## config.mk

```make
export PLATFORM = sky130hd
export DESIGN_NAME = video_timing_gen
export DESIGN_NICKNAME = d
export VERILOG_FILES = /design/src/rtl/video_timing_gen.sv
export SDC_FILE = /design/constraint.sdc
export NUM_CORES = 1
export LEC_CHECK = 0
export CAP_MARGIN = 0
export CORE_ASPECT_RATIO = 0.8
export CORE_MARGIN = 3
export CORE_UTILIZATION = 50
export CTS_CLUSTER_DIAMETER = 60
export CTS_CLUSTER_SIZE = 30
export DETAILED_ROUTE_END_ITERATION = 8
export PLACE_DENSITY = 0.76
export SKIP_CTS_REPAIR_TIMING = 1
export SYNTH_ARGS = -nofsm -noshare
export SYNTH_HDL_FRONTEND = slang
export SYNTH_SLANG_ARGS = --single-unit
export TNS_END_PERCENT = 20
```

## constraint.sdc

```tcl
create_clock -name pixclk -period 2.5 [get_ports pixclk]
set_input_delay 0.375 -clock pixclk [delete_from_list [all_inputs] [get_ports pixclk]]
set_output_delay 0.375 -clock pixclk [all_outputs]
set_load 0.005 [all_outputs]
```

## src/rtl/video_timing_gen.sv

```systemverilog
// video_timing_gen
//   Parametrised raster timing generator for the HDMI/DVI output path.
//   It keeps an internal pixel/line counter pair (h_cnt, v_cnt). From that pair it
//   derives registered coordinates, the data enable, polarity-configurable h/v sync
//   and frame/line markers. It also produces a look-ahead pixel request so that
//   pattern or framebuffer pipelines of any depth line up with DE.
//   All outputs are registered. Outputs in cycle t+1 describe the counters at cycle t.
//
// Ports
//   pixclk      in   pixel clock, the only clock
//   reset       in   synchronous, active-high reset
//   enable      in   1: raster advances, 0: raster frozen
//   x, y        out  position described by the current output cycle (CW bits)
//   de          out  data enable (x < H_ACTIVE && y < V_ACTIVE)
//   hsync       out  horizontal sync, active level set by H_POL
//   vsync       out  vertical sync, active level set by V_POL
//   pix_req     out  request for the pixel shown LOOKAHEAD cycles later
//   sof         out  one-cycle pulse at x=0, y=0
//   eol         out  one-cycle pulse at x=H_ACTIVE-1 on active lines
//   frame_count out  frames started, 16 bits, wraps
//
// Configuration macro
//   VTG_FRAME_COUNT_EN  When defined, this adds the frame_count port and its counter.
//                       When undefined, the port and the counter are absent.
module video_timing_gen #(
  parameter int H_ACTIVE  = 640,
  parameter int H_FP      = 16,
  parameter int H_SYNC    = 96,
  parameter int H_BP      = 48,
  parameter int V_ACTIVE  = 480,
  parameter int V_FP      = 10,
  parameter int V_SYNC    = 2,
  parameter int V_BP      = 33,
  parameter int H_POL     = 1,
  parameter int V_POL     = 1,
  parameter int LOOKAHEAD = 1,
  parameter int CW        = 12
) (
  input  logic          pixclk,
  input  logic          reset,
  input  logic          enable,
  output logic [CW-1:0] x,
  output logic [CW-1:0] y,
  output logic          de,
  output logic          hsync,
  output logic          vsync,
  output logic          pix_req,
  output logic          sof,
  output logic          eol
`ifdef VTG_FRAME_COUNT_EN
  ,
  output logic [15:0]   frame_count
`endif
);

  localparam int H_TOTAL = H_ACTIVE + H_FP + H_SYNC + H_BP;
  localparam int V_TOTAL = V_ACTIVE + V_FP + V_SYNC + V_BP;

  localparam logic [CW-1:0] ONE     = CW'(1);
  localparam logic [CW-1:0] H_LAST  = CW'(H_TOTAL - 1);
  localparam logic [CW-1:0] V_LAST  = CW'(V_TOTAL - 1);
  localparam logic [CW-1:0] H_ACT   = CW'(H_ACTIVE);
  localparam logic [CW-1:0] V_ACT   = CW'(V_ACTIVE);
  localparam logic [CW-1:0] H_EOL   = CW'(H_ACTIVE - 1);
  localparam logic [CW-1:0] HS_BEG  = CW'(H_ACTIVE + H_FP);
  localparam logic [CW-1:0] HS_END  = CW'(H_ACTIVE + H_FP + H_SYNC);
  localparam logic [CW-1:0] VS_BEG  = CW'(V_ACTIVE + V_FP);
  localparam logic [CW-1:0] VS_END  = CW'(V_ACTIVE + V_FP + V_SYNC);
  localparam logic [CW:0]   LA_W    = (CW+1)'(LOOKAHEAD);
  localparam logic [CW:0]   HTOT_W  = (CW+1)'(H_TOTAL);
  localparam logic          HS_ON   = (H_POL != 0);
  localparam logic          VS_ON   = (V_POL != 0);

  // Elaboration-time parameter checks
  if (LOOKAHEAD < 0 || LOOKAHEAD > H_TOTAL - H_ACTIVE - 1) begin : g_bad_lookahead
    $error("video_timing_gen: LOOKAHEAD must be in 0..H_TOTAL-H_ACTIVE-1");
  end
  if (H_TOTAL > (1 << CW) || V_TOTAL > (1 << CW)) begin : g_bad_cw
    $error("video_timing_gen: CW too small for H_TOTAL-1 / V_TOTAL-1");
  end
  if (H_ACTIVE < 1 || V_ACTIVE < 1 || H_SYNC < 1 || V_SYNC < 1) begin : g_bad_sizes
    $error("video_timing_gen: active and sync sizes must be non-zero");
  end

  function automatic logic active_at(input logic [CW-1:0] h, input logic [CW-1:0] v);
    return (h < H_ACT) && (v < V_ACT);
  endfunction

  function automatic logic sync_at(input logic [CW-1:0] pos, input logic [CW-1:0] beg,
                                   input logic [CW-1:0] fin, input logic on_lvl);
    return ((pos >= beg) && (pos < fin)) ? on_lvl : ~on_lvl;
  endfunction

  logic [CW-1:0] h_cnt_q, h_cnt_d;
  logic [CW-1:0] v_cnt_q, v_cnt_d;
  logic [CW-1:0] x_q, x_d, y_q, y_d;
  logic          de_q, de_d, hs_q, hs_d, vs_q, vs_d;
  logic          pr_q, pr_d, sof_q, sof_d, eol_q, eol_d;
  logic [CW:0]   h_sum;
  logic [CW-1:0] h_ahead, v_ahead;

  // Stage 0: raster counters and the position LOOKAHEAD pixels ahead
  always_comb begin
    h_cnt_d = h_cnt_q;
    v_cnt_d = v_cnt_q;
    if (enable) begin
      if (h_cnt_q == H_LAST) begin
        h_cnt_d = '0;
        v_cnt_d = (v_cnt_q == V_LAST) ? '0 : v_cnt_q + ONE;
      end else begin
        h_cnt_d = h_cnt_q + ONE;
      end
    end
  end

  // LOOKAHEAD < H_TOTAL, so at most one line wrap and one subtraction are needed.
  always_comb begin
    h_sum   = {1'b0, h_cnt_q} + LA_W;
    h_ahead = h_sum[CW-1:0];
    v_ahead = v_cnt_q;
    if (h_sum >= HTOT_W) begin
      h_ahead = CW'(h_sum - HTOT_W);
      v_ahead = (v_cnt_q == V_LAST) ? '0 : v_cnt_q + ONE;
    end
  end

  // Stage 1: registered outputs. While frozen, the pulses and enables drop and the
  // coordinates and syncs keep their last values.
  always_comb begin
    x_d   = x_q;
    y_d   = y_q;
    hs_d  = hs_q;
    vs_d  = vs_q;
    de_d  = 1'b0;
    pr_d  = 1'b0;
    sof_d = 1'b0;
    eol_d = 1'b0;
    if (enable) begin
      x_d   = h_cnt_q;
      y_d   = v_cnt_q;
      hs_d  = sync_at(h_cnt_q, HS_BEG, HS_END, HS_ON);
      vs_d  = sync_at(v_cnt_q, VS_BEG, VS_END, VS_ON);
      de_d  = active_at(h_cnt_q, v_cnt_q);
      pr_d  = active_at(h_ahead, v_ahead);
      sof_d = (h_cnt_q == '0) && (v_cnt_q == '0);
      eol_d = (h_cnt_q == H_EOL) && (v_cnt_q < V_ACT);
    end
  end

  // Reset starts at the top of the vertical front porch. This lets the look-ahead
  // pipeline fill before the first active pixel.
  always_ff @(posedge pixclk) begin
    if (reset) begin
      h_cnt_q <= '0;
      v_cnt_q <= V_ACT;
      x_q     <= '0;
      y_q     <= '0;
      de_q    <= 1'b0;
      hs_q    <= ~HS_ON;
      vs_q    <= ~VS_ON;
      pr_q    <= 1'b0;
      sof_q   <= 1'b0;
      eol_q   <= 1'b0;
    end else begin
      h_cnt_q <= h_cnt_d;
      v_cnt_q <= v_cnt_d;
      x_q     <= x_d;
      y_q     <= y_d;
      de_q    <= de_d;
      hs_q    <= hs_d;
      vs_q    <= vs_d;
      pr_q    <= pr_d;
      sof_q   <= sof_d;
      eol_q   <= eol_d;
    end
  end

`ifdef VTG_FRAME_COUNT_EN
  logic [15:0] fc_q;

  // The count steps on the same edge that raises sof, so it reads 1 during the first sof.
  always_ff @(posedge pixclk) begin
    if (reset) begin
      fc_q <= '0;
    end else if (sof_d) begin
      fc_q <= fc_q + 16'd1;
    end
  end

  assign frame_count = fc_q;
`endif

  assign x       = x_q;
  assign y       = y_q;
  assign de      = de_q;
  assign hsync   = hs_q;
  assign vsync   = vs_q;
  assign pix_req = pr_q;
  assign sof     = sof_q;
  assign eol     = eol_q;

endmodule

```

==> results of run 1 <==
[registers in the layout (all words and copies together), names as in the netlist, 12 cells and up]
| signal | count |
|---|---|
| x | 12 |
| y | 12 |
| h_cnt_q | 12 |
| v_cnt_q | 12 |
[cell type report]
class / instances / area, sq um
Multi-Input combinational cell: 247 / 1570
Tap cell: 75 / 93.8
Sequential cell: 54 / 1080
Fill cell: 483 / 1990
Timing Repair Buffer: 46 / 420
Clock buffer: 5 / 68.8
Clock inverter: 2 / 15.0
Inverter: 9 / 33.8
[worst max path at each step]
stage / start / to / cells after the start / slack [ns]
5_1_grt: h_cnt_q[0]$_SDFFE_PP0P_ / v_cnt_q[6]$_SDFFE_PP1P_ / 6 / 0.01
3_3_place_gp: h_cnt_q[0]$_SDFFE_PP0P_ / v_cnt_q[8]$_SDFFE_PP1P_ / 6 / 0.25
4_1_cts: h_cnt_q[0]$_SDFFE_PP0P_ / v_cnt_q[6]$_SDFFE_PP1P_ / 6 / 0.16
2_1_floorplan: h_cnt_q[0]$_SDFFE_PP0P_ / v_cnt_q[8]$_SDFFE_PP1P_ / 10 / 0.44
3_5_place_dp: h_cnt_q[0]$_SDFFE_PP0P_ / v_cnt_q[8]$_SDFFE_PP1P_ / 6 / 0.18
6_report: h_cnt_q[0]$_SDFFE_PP0P_ / v_cnt_q[6]$_SDFFE_PP1P_ / 6 / 0.19
[metal layers]
| metal | share of wire | up-vias | wire, um |
|---|---|---|---|
| met5 | 0 | - | 0 |
| met4 | 0.011 | 0 | 70 |
| met3 | 0.065 | 7 | 432 |
| met2 | 0.42 | 90 | 2770 |
| met1 | 0.50 | 1160 | 3340 |
| li1 | - | 1235 | - |
[cells by family after synthesis]
kind of cell / count (synthesis) / share of synthesized area
multiplexers: 26 / 0.0935
buffers and inverters: 44 / 0.0715
AND/OR/NAND/NOR: 148 / 0.267
AO/OA/AOI/OAI: 55 / 0.127
XOR/XNOR: 13 / 0.0399
adder cells (fa/ha/maj): 5 / 0.0219
flip-flops: 54 / 0.379
[critical path: cells and delay by family, from the launching register on]
kind,cells,cell delay [ns]
AND/OR/NAND/NOR,3,0.98
flip-flops,1,0.48
adder cells (fa/ha/maj),1,0.32
AO/OA/AOI/OAI,2,0.42
[power by group through the flow]
stage / Sequential (W) / Combinational, W / Clock, W
after global routing: 0.000877 / 0.0000850 / 0.000528
after detailed placement: 0.000896 / 0.0000780 / 0
after floorplan: 0.000895 / 0.0000500 / 0
after CTS: 0.000876 / 0.0000786 / 0.000496
after global placement: 0.000895 / 0.0000783 / 0
final: 0.000876 / 0.0000783 / 0.000481
[per-stage QoR]
stage | instance area, sq um | instances | utilization | hold slack, ns
floorplan | 2850 | 345 | - | 0.462
global placement | 3190 | 431 | 0.607 | 0.454
detailed placement | 3190 | 431 | 0.607 | 0.474
CTS | 3280 | 438 | 0.622 | 0.490
global route | 3280 | 438 | 0.623 | 0.510
finish | 3280 | 438 | 0.623 | 0.487
[cells in the final DEF, fill, tap and decap left out, types with 8 or more instances in the layout]
master and count:
nor2_1 55, dfxtp_1 54, clkdlybuf4s50_1 31, mux2i_1 24
nand2_1 23, a21oi_1 20, buf_4 14, nand3_1 12
nor3_1 12, o21ai_0 9, inv_1 8, xor2_1 8
nand4_1 8
==> flow_summary.yaml, run 1 <==
final_layout:
  drive_above_1_share: 0.0799
  finalNetCount: 371
  antennaDiodeCount: 0
  synthToLayoutAreaGrowth_pct: 15.1
floorplanning:
  core-area_sq_um: 5270
  die_y_um: 73.5
  die_area_sq_um: 6650
  die_w_um: 90.4
  initial_core_util: 0.541
  io_pins: 33
  rows: 23
clock_tree:
  cts.sinks: 54
  cts_max_level: 2
  clk_path_buf_depth: 2
  cts_tree: "yes"
  clkTransAtPathRegs_ns: 0.10
  root_buffer: "clkbuf_8"
  clkLatencyLatePin_ns: 0.31
  numCtsBuffers: 5
pwr:
  p_int_w: 0.00109
  powerDensity_nw_per_um2: 437
  pwr-share-comb: 0.055
  swShare: 0.238
  ir_worst_vdd_mv: 0.313
  p_clk_frac: 0.335
  switching_power_w: 0.000342
  pwr-share-seq: 0.610
  power_leakage_nw: 1.23
  p_total_w: 0.00143
place:
  dpl.hpwl_mm: 4.70
  io_buffers: 32
  dp_slack_ns: 0.178
  gp_congestion: 0.954
sta:
  relSlewSlack: 0.628
  hold_violations: 0
  layout_setup_ws_ns: 0.186
  max_freq_ghz: 0.432
  rsz0062_at_grt: "false"
  worst_pin_slew_ns: 0.543
  finalCritPeriodShare: 0.926
  fin_skew_ns: 0.00869
  period_minus_slack_ns: 2.31
  drv_slew: 0
  setup_viol: 0
  setup_tns_ns: 0
min_path:
  holdCritStartpoint: "x[7]$_SDFFE_PP0P_"
  hp-class: "register to register"
  whs_endpoint: "x[7]$_SDFFE_PP0P_"
  worstHoldPathCells: 2
grt:
  gr-usage-met2: 0.306
  grt_use_total: 0.206
  busiest_layer: "met2"
  grt_pass1_vias: 2261
  grt_max_degree: 51
  use_met1: 0.301
  grt_pass1_wl_mm: 11.2
  grt_remaining_overflow: 0
  grt_util_met3: 0.0420
  antenna_found_initial: 0
synth:
  ys_ff_latch: 54
  synth_common_cells: "55 x nor2_1, 54 x dfxtp_1, 24 x mux2i_1"
  yosysWarningCount: 0
  yosys.area.top_type_share: 0.379
  synth_enable_flop_cells: 0
  synth_top_flop_cell: "dfxtp_1"
  synth_cells: 345
  synth-seq-area-share: 0.379
  synth_nets: 353
  yosys.cell_count.top_type: "nor2_1"
  synth_area_leader_cell: "dfxtp_1"
  syn_area_sq_um: 2850
  async_flop_share: 0
  synth_cell_types: 56
  syn_area_per_cell_sq_um: 8.26
  yosys-top-cells-area: "dfxtp_1 38%, mux2i_1 8.4%, nor2_1 7.2%"
setup_path:
  critPathArrivalTime_ns: 2.52
  crit_fanout: 9
  slowest_delay_ns: 0.48
  path_cells: "ha_2 > and3_1 > and4_1 > and2_1 > o21ai_1 > a211o_1"
  crit_type: "register to register"
  end_kind: "register"
  critical_path.slowest_cell: "dfxtp_1"
  r2r_end: "v_cnt_q[6]$_SDFFE_PP1P_"
  cp-start-kind: "register"
  r2r_slack_ns: 0.19
  required_ns: 2.71
  r2r_start: "h_cnt_q[0]$_SDFFE_PP0P_"
  reg2reg_depth: 6
drt:
  wl_per_cell_um: 15.1
  dr.pass1.iters: 5
  via_count: 2492
  antenna_left: 0
  wl_mm: 6.61
  drtIter0Drc: 226
  viasPerCell: 5.69
  drc: 0
status:
  status: "finished, final reports clean"
job:
  maxCapViolations: 0
No activity file was read; power rests on OpenSTA's default activity.
==> inputs of run 2 (changes only) <==
--- a/config.mk
+++ b/config.mk
@@ -8,11 +8,11 @@
 export CAP_MARGIN = 0
 export CORE_ASPECT_RATIO = 0.8
 export CORE_MARGIN = 3
-export CORE_UTILIZATION = 50
+export CORE_UTILIZATION = 56
 export CTS_CLUSTER_DIAMETER = 60
 export CTS_CLUSTER_SIZE = 30
 export DETAILED_ROUTE_END_ITERATION = 8
-export PLACE_DENSITY = 0.76
+export PLACE_DENSITY = 0.84
 export SKIP_CTS_REPAIR_TIMING = 1
 export SYNTH_ARGS = -nofsm -noshare
 export SYNTH_HDL_FRONTEND = slang
==> run 2 against run 1 <==
Critical path depth increased by 1. Routed wire length down 0.17%. Setup slack improved by 0.080 ns. Clock power is 4.2% lower. Largest cell class unchanged.
==> flow_summary.yaml, run 2 (synthesis gave the netlist of run 1 again) <==
sta:
  worst_pin_slew_ns: 0.512
  rsz0062_at_grt: "false"
  setup_tns_ns: 0
  setup_viol: 0
  holdWs_ns: 0.481
  hold_violations: 0
  fin_skew_ns: 0.00735
  period_minus_slack_ns: 2.23
  max_freq_ghz: 0.448
  finalCritPeriodShare: 0.894
  relSlewSlack: 0.659
  drv_slew: 0
  layout_setup_ws_ns: 0.266
setup_path:
  crit_type: "register to register"
  path_cells: "ha_2 > a21oi_1 > o311ai_0 > nand3_1 > a221oi_2 > mux2_4 > a2111oi_2"
  required_ns: 2.70
  crit_fanout: 9
  end_kind: "register"
  r2r_start: "h_cnt_q[1]$_SDFFE_PP0P_"
  critPathBufInv: 0
  slowest_delay_ns: 0.47
  startpoint: "h_cnt_q[1]$_SDFFE_PP0P_"
  cp-start-kind: "register"
  critPathArrivalTime_ns: 2.44
  path_delay_family: "compound AO/OA/AOI/OAI gates"
  critical_path.slowest_cell: "dfxtp_1"
final_layout:
  synthToLayoutAreaGrowth_pct: 14.8
  stdcell_area_sq_um: 3270
  final_common_cell: "nor2_1"
  finalNetCount: 373
  finish.utilization: 0.691
  layout_common_cells: "55 x nor2_1, 53 x dfxtp_1, 31 x clkdlybuf4s50_1"
  antennaDiodeCount: 0
  drive_above_1_share: 0.0822
min_path:
  holdCritStartpoint: "x[7]$_SDFFE_PP0P_"
  hp-class: "register to register"
clock_tree:
  clkLatencyLatePin_ns: 0.30
  clk_path_buf_depth: 2
  root_buffer: "clkbuf_8"
  cts_tree: "yes"
  clkTransAtPathRegs_ns: 0.09
  cts_max_level: 2
  cts.sinks: 54
  numCtsBuffers: 5
floorplanning:
  core-area_sq_um: 4730
  initial_core_util: 0.602
  die_area_sq_um: 5990
  die_y_um: 69.8
  die_w_um: 85.8
  io_pins: 33
  rows: 22
drt:
  viasPerCell: 5.91
  drc: 0
  dr.pass1.iters: 4
  wl_mm: 6.60
  wl_per_cell_um: 15.5
  drtIter0Drc: 218
  antenna_left: 0
  via_count: 2510
grt:
  grt_use_total: 0.230
  grt_pass1_wl_mm: 11.3
  grt_remaining_overflow: 0
  antenna_found_initial: 0
  grt_max_degree: 51
  grt_pass1_vias: 2323
place:
  io_buffers: 32
  dp_slack_ns: 0.225
  dpl.hpwl_mm: 4.67
  placed_cell_area_sq_um: 3190
  gp_congestion: 0.938
pwr:
  p_clk_frac: 0.326
  pwr-share-seq: 0.619
  switching_power_w: 0.000320
  powerDensity_nw_per_um2: 433
  power_leakage_nw: 1.24
  swShare: 0.226
  ir_worst_vdd_mv: 0.288
  p_int_w: 0.00110
  pwr-share-comb: 0.056
status:
  status: "finished, final reports clean"
job:
  maxCapViolations: 0
==> run 2: changes by cell type in the layout (fill, tap and decap cells not counted), sizes merged <==
cell      previous run  this run
clkinvlp             2         0
buf                 15        17
clkbuf               5         7
==> run 2: path summary, 6_finish.rpt <==
path / end / slack [ns] / cells past startpoint
worst min-delay path: x[7]$_SDFFE_PP0P_ / 0.48 / 2
worst max register to register: pix_req$_SDFF_PP0_ / 0.27 / 7
worst min register to register: x[7]$_SDFFE_PP0P_ / 0.48 / 2
worst max-delay path: pix_req$_SDFF_PP0_ / 0.27 / 7
==> run 2: routing by layer <==
| metal | routed length [um] | global-route usage | up-vias |
|---|---|---|---|
| met5 | 0 | 0 | - |
| met4 | 96 | 0.0685 | 0 |
| met3 | 440 | 0.0428 | 11 |
| met2 | 2770 | 0.318 | 86 |
| met1 | 3290 | 0.355 | 1176 |
| li1 | - | - | 1237 |
==> run 2: final cells by class <==
class | instances | area (sq um)
Clock buffer | 7 | 76.3
Tap cell | 60 | 75.1
Timing Repair Buffer | 48 | 435
Multi-Input combinational cell | 247 | 1570
Sequential cell | 54 | 1080
Fill cell | 389 | 1460
Inverter | 9 | 33.8
==> run 2: tightest hold or removal path, delay by kind of cell, from the launching register on <==
family / cells / cell delay [ns]
DFF: 1 / 0.33
and+or+nand+nor: 1 / 0.06
AOI/OAI and AO/OA: 1 / 0.05
==> run 2: power by group through the flow <==
stage,Sequential [W],Clock [W],Combinational (W)
floorplan,0.000895,0,0.0000500
global placement,0.000895,0,0.0000783
detailed placement,0.000896,0,0.0000776
CTS,0.000876,0.000470,0.0000781
global route,0.000878,0.000503,0.0000851
finish,0.000876,0.000461,0.0000790
==> run 2: stage by stage <==
stage,instances,total power (W)
after CTS,425,0.00142
after global routing,425,0.00147
after detailed placement,418,0.000973
final,425,0.00142
after floorplan,345,0.000945
after global placement,418,0.000973
==> inputs of run 3 (changes only) <==
==> constraint.sdc (replaced) <==
create_clock -name pixclk -period 2.5 [get_ports pixclk]
set_input_delay 0.5 -clock pixclk [delete_from_list [all_inputs] [get_ports pixclk]]
set_output_delay 0.5 -clock pixclk [all_outputs]
set_load 0.005 [all_outputs]
==> run 3 against run 2 <==
Clock skew increased by 0.0017 ns. Sequential share of layout area about the same. Power increased by 7.6%. Non-clock buffer count decreased by 4. Clock power increased by 24%. Critical path depth unchanged. Combinational power decreased by 3.8%. Setup slack got worse by 0.058 ns. Largest cell class unchanged. Largest power group unchanged.
==> flow_summary.yaml, run 3 (synthesis gave the netlist of run 1 again) <==
clock_tree:
  numCtsBuffers: 5
  cts.sinks: 54
  root_buffer: "clkbuf_8"
  clk_path_buf_depth: 2
  clkLatencyLatePin_ns: 0.31
  clkTransAtPathRegs_ns: 0.09
  cts_max_level: 2
  cts_tree: "yes"
final_layout:
  final_common_cell: "nor2_1"
  finalNetCount: 369
  antennaDiodeCount: 0
  layout_common_cells: "55 x nor2_1, 54 x dfxtp_1, 31 x clkdlybuf4s50_1"
  synthToLayoutAreaGrowth_pct: 14.6
  drive_above_1_share: 0.0691
sta:
  layout_setup_ws_ns: 0.208
  drv_slew: 0
  fin_skew_ns: 0.00904
  setup_viol: 0
  hold_violations: 0
  relSlewSlack: 0.594
  worst_pin_slew_ns: 0.593
  max_freq_ghz: 0.436
  setup_tns_ns: 0
  holdWs_ns: 0.482
  period_minus_slack_ns: 2.29
  rsz0062_at_grt: "false"
  finalCritPeriodShare: 0.917
drt:
  wl_mm: 6.66
  drtIter0Drc: 300
  wl_per_cell_um: 15.8
  viasPerCell: 5.99
  via_count: 2529
  drc: 0
  dr.pass1.iters: 6
  antenna_left: 0
status:
  status: "finished, final reports clean"
setup_path:
  critical_path.slowest_cell: "dfxtp_1"
  slowest_delay_ns: 0.47
  required_ns: 2.71
  cp-start-kind: "register"
  path_cells: "ha_1 > a21oi_1 > o311ai_0 > nand3_1 > a221oi_2 > mux2_4 > a2111oi_2"
  end_kind: "register"
  path_delay_family: "compound AO/OA/AOI/OAI gates"
  critPathArrivalTime_ns: 2.50
  crit_fanout: 9
  critPathBufInv: 0
  crit_type: "register to register"
job:
  maxCapViolations: 0
place:
  dpl.hpwl_mm: 4.55
  gp_congestion: 0.924
  io_buffers: 32
  dp_slack_ns: 0.230
floorplanning:
  initial_core_util: 0.602
  io_pins: 33
  core-area_sq_um: 4730
  die_y_um: 69.8
  rows: 22
  die_w_um: 85.8
  die_area_sq_um: 5990
pwr:
  power_leakage_nw: 1.24
  ir_worst_vdd_mv: 0.404
  powerDensity_nw_per_um2: 466
min_path:
  hp-class: "register to register"
grt:
  grt_use_total: 0.229
  grt_remaining_overflow: 0
  antenna_found_initial: 0
  grt_pass1_wl_mm: 11.2
  grt_pass1_vias: 2220
  grt_max_degree: 51
[run 3: cell count changes in the layout (fill, tap and decap cells not counted), sizes merged]
| cell | delta |
|---|---|
| buf | -4 |
| bufinv | +1 |
[run 3: power by group]
group          leakage (nW)  switching [W]  internal, W
Clock                0.0524       0.000272     0.000300
Combinational         0.748      0.0000437    0.0000323
Sequential            0.437     0.00000786     0.000868
[run 3: area by class of cell]
class	instances	area, sq um
clock inverter	1	30.0
tap	60	75.1
fill	383	1470
clock buffer	7	76.3
sequential	54	1080
timing repair buffer	44	405
inverter	9	33.8
multi-input combinational	247	1570
[run 3: final timing paths]
check             slack, ns            endpoint  cells past startpoint                     from
setup / recovery       0.21  pix_req$_SDFF_PP0_                      7  h_cnt_q[1]$_SDFFE_PP0P_
hold / removal         0.48   x[7]$_SDFFE_PP0P_                      2        x[7]$_SDFFE_PP0P_
setup reg to reg       0.21  pix_req$_SDFF_PP0_                      7  h_cnt_q[1]$_SDFFE_PP0P_
hold reg to reg        0.48   x[7]$_SDFFE_PP0P_                      2        x[7]$_SDFFE_PP0P_
[run 3: worst reg2reg max path, cell delays in order (launching register included)]
cell	delay, ns
dfxtp_1	0.47
ha_1	0.38
a21oi_1	0.07
o311ai_0	0.31
nand3_1	0.14
a221oi_2	0.32
mux2_4	0.33
a2111oi_2	0.18
[run 3: metal layers]
metal	share of wire	global-route usage	vias up
li1	-	-	1228
met4	0.015	0.0615	0
met2	0.41	0.311	126
met5	0	0	-
met3	0.088	0.0499	9
met1	0.49	0.357	1166
[run 3: metrics by stage]
stage           util  area, sq um  total power (W)  std cells
2_1_floorplan      -         2850         0.000945        345
3_3_place_gp   0.668         3160         0.000970        414
3_5_place_dp   0.668         3160         0.000971        414
4_1_cts        0.690         3270          0.00153        422
5_1_grt        0.690         3270          0.00158        422
6_report       0.690         3270          0.00152        422
